===== config.mk =====
export PLATFORM = sky130hd
export DESIGN_NAME = id_ex_operand_stage
export DESIGN_NICKNAME = d
export VERILOG_FILES = /design/src/rtl/id_ex_operand_stage.sv
export SDC_FILE = /design/constraint.sdc
export NUM_CORES = 1
export LEC_CHECK = 0
export BUFFER_PORTS_ARGS = -buffer_cell sky130_fd_sc_hd__buf_2
export CELL_PAD_IN_SITES_DETAIL_PLACEMENT = 1
export CELL_PAD_IN_SITES_GLOBAL_PLACEMENT = 1
export CORE_AREA = 2 2 267 269
export CTS_CLUSTER_DIAMETER = 50
export DETAILED_ROUTE_END_ITERATION = 10
export DIE_AREA = 0 0 269 271
export GPL_ROUTABILITY_DRIVEN = 0
export PLACE_DENSITY = 0.56
export SYNTH_ARGS = -nofsm -noshare
export SYNTH_HDL_FRONTEND = slang
export SYNTH_SLANG_ARGS = --single-unit

===== constraint.sdc =====
create_clock -name clk -period 2.4 [get_ports clk]
set_input_delay 0.12 -clock clk [delete_from_list [all_inputs] [get_ports clk]]
set_output_delay 0.12 -clock clk [all_outputs]
set_load 0.01 [all_outputs]

===== src/rtl/id_ex_operand_stage.sv =====
// id_ex_operand_stage
//   ID/EX pipeline register plus EX-stage operand resolution for a 64-bit ALU.
//   Takes decoded instructions from ID under a valid/ready handshake. It forwards
//   results from EX/MEM (fm_*) and MEM/WB (fw_*) onto the stored source operands.
//   It inserts one bubble per load-use hazard. While EX/MEM is stalled it keeps
//   the held instruction and refreshes its operands.
// Ports
//   clk, rst_n             clock, asynchronous active-low reset
//   flush                  squash the EX slot (branch/trap)
//   id_*                   decoded instruction from ID; id_ready is the accept
//   fm_*, fw_*             forwarding sources (EX/MEM beats MEM/WB)
//   ex_ready               EX/MEM accepts the current EX instruction
//   ex_valid               EX slot holds a live instruction
//   alu_a, alu_b, alu_op   ALU operands and op code
//   ex_store_data          forwarded rs2 value for stores
//   ex_rd, ex_reg_write, ex_mem_read, ex_pc   registered control and PC
//   load_use_stall         load-use hazard detected this cycle
module id_ex_operand_stage #(
  parameter int XLEN = 64,
  parameter int RAW  = 5
) (
  input  logic            clk,
  input  logic            rst_n,
  input  logic            flush,
  input  logic            id_valid,
  output logic            id_ready,
  input  logic [XLEN-1:0] id_pc,
  input  logic [RAW-1:0]  id_rs1,
  input  logic [RAW-1:0]  id_rs2,
  input  logic            id_use_rs1,
  input  logic            id_use_rs2,
  input  logic [XLEN-1:0] id_rs1_val,
  input  logic [XLEN-1:0] id_rs2_val,
  input  logic [XLEN-1:0] id_imm,
  input  logic [3:0]      id_alu_op,
  input  logic            id_src_pc,
  input  logic            id_src_imm,
  input  logic [RAW-1:0]  id_rd,
  input  logic            id_reg_write,
  input  logic            id_mem_read,
  input  logic            fm_valid,
  input  logic [RAW-1:0]  fm_rd,
  input  logic [XLEN-1:0] fm_data,
  input  logic            fw_valid,
  input  logic [RAW-1:0]  fw_rd,
  input  logic [XLEN-1:0] fw_data,
  input  logic            ex_ready,
  output logic            ex_valid,
  output logic [XLEN-1:0] alu_a,
  output logic [XLEN-1:0] alu_b,
  output logic [3:0]      alu_op,
  output logic [XLEN-1:0] ex_store_data,
  output logic [RAW-1:0]  ex_rd,
  output logic            ex_reg_write,
  output logic            ex_mem_read,
  output logic [XLEN-1:0] ex_pc,
  output logic            load_use_stall
);

  localparam logic [3:0] OP_NOP = 4'b1111;

  logic            ex_valid_q,  ex_valid_d;
  logic [XLEN-1:0] pc_q,        pc_d;
  logic [RAW-1:0]  rs1_q,       rs1_d;
  logic [RAW-1:0]  rs2_q,       rs2_d;
  logic [XLEN-1:0] rs1_val_q,   rs1_val_d;
  logic [XLEN-1:0] rs2_val_q,   rs2_val_d;
  logic [XLEN-1:0] imm_q,       imm_d;
  logic [3:0]      alu_op_q,    alu_op_d;
  logic            src_pc_q,    src_pc_d;
  logic            src_imm_q,   src_imm_d;
  logic [RAW-1:0]  rd_q,        rd_d;
  logic            reg_write_q, reg_write_d;
  logic            mem_read_q,  mem_read_d;

  logic            fm_hit1, fw_hit1, fm_hit2, fw_hit2;
  logic [XLEN-1:0] fwd_rs1, fwd_rs2;
  logic            stall;
  logic            ready;

  // Forwarding on the stored source indices; x0 is hard-wired and never forwarded.
  always_comb begin
    fm_hit1 = fm_valid && (fm_rd == rs1_q) && (rs1_q != '0);
    fw_hit1 = fw_valid && (fw_rd == rs1_q) && (rs1_q != '0);
    fm_hit2 = fm_valid && (fm_rd == rs2_q) && (rs2_q != '0);
    fw_hit2 = fw_valid && (fw_rd == rs2_q) && (rs2_q != '0);
    fwd_rs1 = fm_hit1 ? fm_data : (fw_hit1 ? fw_data : rs1_val_q);
    fwd_rs2 = fm_hit2 ? fm_data : (fw_hit2 ? fw_data : rs2_val_q);
  end

  // A load in EX cannot forward its data yet, so a dependent ID instruction waits.
  always_comb begin
    stall = ex_valid_q && mem_read_q && (rd_q != '0) && id_valid &&
            ((id_use_rs1 && (id_rs1 == rd_q)) || (id_use_rs2 && (id_rs2 == rd_q)));
    ready = (!ex_valid_q || ex_ready) && !stall && !flush;
  end

  always_comb begin
    ex_valid_d  = ex_valid_q;
    pc_d        = pc_q;
    rs1_d       = rs1_q;
    rs2_d       = rs2_q;
    rs1_val_d   = rs1_val_q;
    rs2_val_d   = rs2_val_q;
    imm_d       = imm_q;
    alu_op_d    = alu_op_q;
    src_pc_d    = src_pc_q;
    src_imm_d   = src_imm_q;
    rd_d        = rd_q;
    reg_write_d = reg_write_q;
    mem_read_d  = mem_read_q;
    if (flush) begin
      ex_valid_d = 1'b0;
    end else if (stall && ex_ready) begin
      ex_valid_d = 1'b0;              // bubble; ID keeps presenting the instruction
    end else if (ready && id_valid) begin
      ex_valid_d  = 1'b1;
      pc_d        = id_pc;
      rs1_d       = id_rs1;
      rs2_d       = id_rs2;
      rs1_val_d   = id_rs1_val;
      rs2_val_d   = id_rs2_val;
      imm_d       = id_imm;
      alu_op_d    = id_alu_op;
      src_pc_d    = id_src_pc;
      src_imm_d   = id_src_imm;
      rd_d        = id_rd;
      reg_write_d = id_reg_write;
      mem_read_d  = id_mem_read;
    end else if (ready) begin
      ex_valid_d = 1'b0;
    end else begin
      // Held under downstream stall: capture forwarded values now, because the
      // producers may retire before EX/MEM takes this instruction.
      rs1_val_d = fwd_rs1;
      rs2_val_d = fwd_rs2;
    end
  end

  always_ff @(posedge clk or negedge rst_n) begin
    if (!rst_n) begin
      ex_valid_q  <= 1'b0;
      pc_q        <= '0;
      rs1_q       <= '0;
      rs2_q       <= '0;
      rs1_val_q   <= '0;
      rs2_val_q   <= '0;
      imm_q       <= '0;
      alu_op_q    <= OP_NOP;
      src_pc_q    <= 1'b0;
      src_imm_q   <= 1'b0;
      rd_q        <= '0;
      reg_write_q <= 1'b0;
      mem_read_q  <= 1'b0;
    end else begin
      ex_valid_q  <= ex_valid_d;
      pc_q        <= pc_d;
      rs1_q       <= rs1_d;
      rs2_q       <= rs2_d;
      rs1_val_q   <= rs1_val_d;
      rs2_val_q   <= rs2_val_d;
      imm_q       <= imm_d;
      alu_op_q    <= alu_op_d;
      src_pc_q    <= src_pc_d;
      src_imm_q   <= src_imm_d;
      rd_q        <= rd_d;
      reg_write_q <= reg_write_d;
      mem_read_q  <= mem_read_d;
    end
  end

  assign id_ready       = ready;
  assign load_use_stall = stall;
  assign ex_valid       = ex_valid_q;
  assign alu_a          = src_pc_q  ? pc_q  : fwd_rs1;
  assign alu_b          = src_imm_q ? imm_q : fwd_rs2;
  assign alu_op         = alu_op_q;
  assign ex_store_data  = fwd_rs2;
  assign ex_rd          = rd_q;
  assign ex_reg_write   = reg_write_q;
  assign ex_mem_read    = mem_read_q;
  assign ex_pc          = pc_q;

endmodule

# == After elaboration in Yosys (flattened, before gate mapping) ==
# Index checks and enable logic that the tools add are counted.
# totals
ff_bits,280
inputBits,426
output_inout_bits,270
elab_cells,65
# classes
eq_ne,7
muxes,14
bitwise_logic,2
n_reduce_logical,29
# op_table
cell,n
64-bit 2-to-1 mux,10
5-bit equality test,6
1-bit logical AND,18
5-bit nonzero test,3
3-bit AND reduction,2
1-bit 2-to-1 mux,4
4-bit nonzero test,1
1-bit zero test,3
1-bit logical OR,2
"2-bit by 1-bit != test with 1-bit output, second input constant",1
1-bit NOT,2

# == Depth between registers and ports, before layout ==
# logic_depth
ltp_word,11
mapped_depth,9
depth_no_buf,6

# == Worst setup path before layout ==
# Ideal clock, no wire load.
# synth_path
path_kind,register -> output
startpoint,reg rs2_q[1]
endpoint,out alu_b[10]
t_arrival_ps,2156
path_slack_ps,124
stages_incl_launch_ff,9
n_path_buf,2
path_cell_list,dfrtp_1 -> or4_1 -> nor2_1 -> or4_1 -> buf_2 -> clkbuf_1 -> nor2_1 -> a21oi_1 -> mux2_2
# synth_between
elab_chain_len,6
word_cells_on_any_way,10
cone_classes,2 x eq/ne; 3 x mux; 5 x reduce/logical
# synth_lines
item,line,text
from (decl),65,"logic [RAW-1:0] rs2_q, rs2_d;"
from (signal assigned),159,rs2_q <= rs2_d;
5-bit equality test,86,fw_hit2 = fw_valid && (fw_rd == rs2_q) && (rs2_q != '0);
1-bit logical AND (2 in a row),86,
64-bit 2-to-1 mux,88,fwd_rs2 = fm_hit2 ? fm_data : (fw_hit2 ? fw_data : rs2_val_q);
64-bit 2-to-1 mux *,88,
net ex_store_data[10],52,"output logic [XLEN-1:0] ex_store_data,"
64-bit 2-to-1 mux *,176,assign alu_b = src_imm_q ? imm_q : fwd_rs2;
to (decl),50,"output logic [XLEN-1:0] alu_b,"
# The timed path passes the listed nets; every way through them passes the cells marked *.

# == Final worst setup path ==
# layout_path
startpoint,reg rs2_q[2]
endpoint,out alu_b[19]
# layout_between
elab_chain_len,6
word_cells_on_any_way,10
cone_classes,2 x eq/ne; 3 x mux; 5 x reduce/logical
# layout_lines
item,line
5-bit equality test,86
1-bit logical AND (2 in a row),86
64-bit 2-to-1 mux,88
64-bit 2-to-1 mux *,88
64-bit 2-to-1 mux *,176
# Every way passes the cells marked *; elsewhere a longest branch is shown, timed or not.

==> metrics.yaml <==
status: "complete, but fails checks"
violations: "negative setup slack"
num_io_pins: 696
seqCellArea_um2: 7020
dieArea_um2: 72900
io_buffer_count: 695
grt.total_usage: 0.231
synth.area.top_cells: "dfrtp_1 (42%), mux2_2 (19%), mux2i_1 (7.7%)"
initial_utilization: 0.238
die_x_um: 269
drt_iter0_markers: 969
cts.sinks: 280
finalCriticalPeriod_ns: 3.13
ir_drop_uv: 552
area.growth.synth_to_final_pct: 90.0
fin_crit_sh: 1.30
cts_root_buffer: "clkbuf_16"
min_path_type: "in2reg"
vias: 18400
clock_path_buffers: 3
ctsHtreeMaxLevel: 2
p_per_area_nw_per_um2: 760
layout-drive-gt1-share: 0.591
synth_edf_count: 0
final_util: 0.451
max-slew-margin-rel: 0.628
grt_pass1_vias: 20212
cts.clk_slew.worst_paths_ns: 0.05
synth_nets: 2016
cts_tree: "yes"
yosysTopAreaCell: "dfrtp_1"
stdcell_count: 3800
synthDistinctLibCells: 35
fin_nets: 3230
setup_viol: 384
stdcell_area_um2: 31500
antenna_found_initial: 25
yosysWarnings: 0
dp_cells: 3298
antenna_left: 0
worstPathRequired_ns: 2.28
die_h_um: 271
maxCapViolCount: 0
insertion_delay_ns: 0.59
multiInputGateArea_um2: 10700
maxSlewViolCount: 0
fin_ws_ns: -0.727
synth_commonest_cells: "mux2_2 (277), dfrtp_1 (276), nor2_1 (135)"
drc_errors: 0
drt_first_pass_iters: 5
cp-end-kind: "primary output"
critPathMaxFanout: 8
async_reset_ff_frac: 1.00
syn_area_um2: 16600
cp.arrival_ns: 3.01
finalSetupTns_ns: -125.47
fmax_ghz: 0.320
hold_violations: 0
gr-total-overflow: 0
core_area_um2: 69800
avgRoutedWirePerCell_um: 24.9
worst_pin_slew_ns: 0.558
rsz0062_at_grt: "yes"
synthFlopType: "dfrtp_1"
place_hpwl_mm: 60.5
start_kind: "flop"
grt_pass1_wl_mm: 128
syn_inst: 1590
numCtsBuffers: 52
yosysMostFrequentCell: "mux2_2"
yosysSeqAreaShare: 0.423
place_area_um2: 22700
totalWireLength_mm: 94.5
path_class: "reg2out"
synth_seq_cells: 280
rows: 97
post-place-ws_ns: -0.277
viasPerCell: 4.84
leakage_uw: 0.0138
avgSynthCellArea_um2: 10.4
grt_max_degree: 65
skew_ns: 0.0301
fillCellCount: 7673
synth_top_area_share: 0.417
-- layout make-up --
cell class / count / area share
clock buffer: 69 / 0.0462
tap: 940 / 0.0373
timing repair buffer: 1300 / 0.336
antenna: 16 / 0.00127
inverter: 63 / 0.00751
sequential: 280 / 0.223
multi-input combinational: 1107 / 0.340
clock inverter: 25 / 0.00862
-- logic make-up (layout without fill, tap and decap cells) --
logic type / Yosys count / in the layout / share of synthesized area
mux: 405 / 405 / 0.265
simple gates: 344 / 344 / 0.104
xor+xnor: 30 / 30 / 0.0159
buf+inv: 203 / 1457 / 0.0593
flops: 280 / 280 / 0.423
other cells: 0 / 16 / 0
compound gates: 328 / 328 / 0.132
-- cells in the final DEF, fill, tap and decap left out, drive strengths merged, types with 16 or more instances in the layout --
cell type       n
clkbuf         81
a31oi          64
a221o          64
mux2i         128
xnor2          26
diode          16
nor2          135
a21oi         127
buf          1002
dlygate4sd3   286
nor3           63
dfrtp         276
inv            67
mux2          277
or3            62
nor2b          66
o21ai          62
-- metrics by stage --
stage,power (uW),hold WS [ns]
detailed placement,13600,0.114
global route,25000,0.0384
global placement,13400,0.111
floorplan,9960,-0.176
finish,23900,0.0384
CTS,22600,0.0000275
-- worst paths after layout --
path,slack [ns],end,from,cells past startpoint
min reg2reg,0.50,imm_q[57],imm_q[57],1
min,0.04,rs2_val_q[39],fm_data[39],4
max in group asynchronous,1.42,imm_q[56],rst_n,4
min in group asynchronous,0.10,ex_pc[8],rst_n,2
max,-0.73,alu_b[19],rs2_q[2],11
max reg2reg,-0.25,rs2_val_q[24],rs2_q[3],12
-- metal layers --
metal | GRT usage | wire length, um | vias up
li1 | - | - | 8243
met1 | 0.280 | 38400 | 9299
met2 | 0.406 | 47800 | 674
met3 | 0.0474 | 5430 | 172
met4 | 0.0716 | 2800 | 12
met5 | 0 | 74 | -
-- critical path: stages (launching register included) --
cell	delay, ns
dfrtp_1	0.41
buf_6	0.14
xnor2_2	0.11
nand4_1	0.13
nor4_2	0.23
buf_6	0.23
buf_12	0.19
buf_16	0.19
mux2i_4	0.28
a21oi_4	0.10
mux2_2	0.28
buf_6	0.12
-- timing repair --
action | CTS | global route
gates resized for setup | 274 | 341
endpoints found under the hold margin | 524 | 0
cloned | 7 | 13
endpoints found under the setup margin | 392 | 472
pin swaps | 66 | 70
buffers inserted | 40 | 60
hold buffers | 286 | 0
-- state kept, by name, indices dropped and copies added (netlist names), 4 cells and up --
signal / flops
rs1_val_q: 64
alu_op: 4
ex_rd: 5
imm_q: 64
rs2_q: 5
ex_pc: 64
rs1_q: 5
rs2_val_q: 64
-- where the power goes --
| part | switching, uW | total (uW) | internal [uW] |
|---|---|---|---|
| registers | 750 | 6390 | 5640 |
| logic | 4650 | 10100 | 5460 |
| clock network | 2740 | 7430 | 4690 |
| total | 8140 | 23900 | 15800 |
No activity file was read; power rests on OpenSTA's default activity.
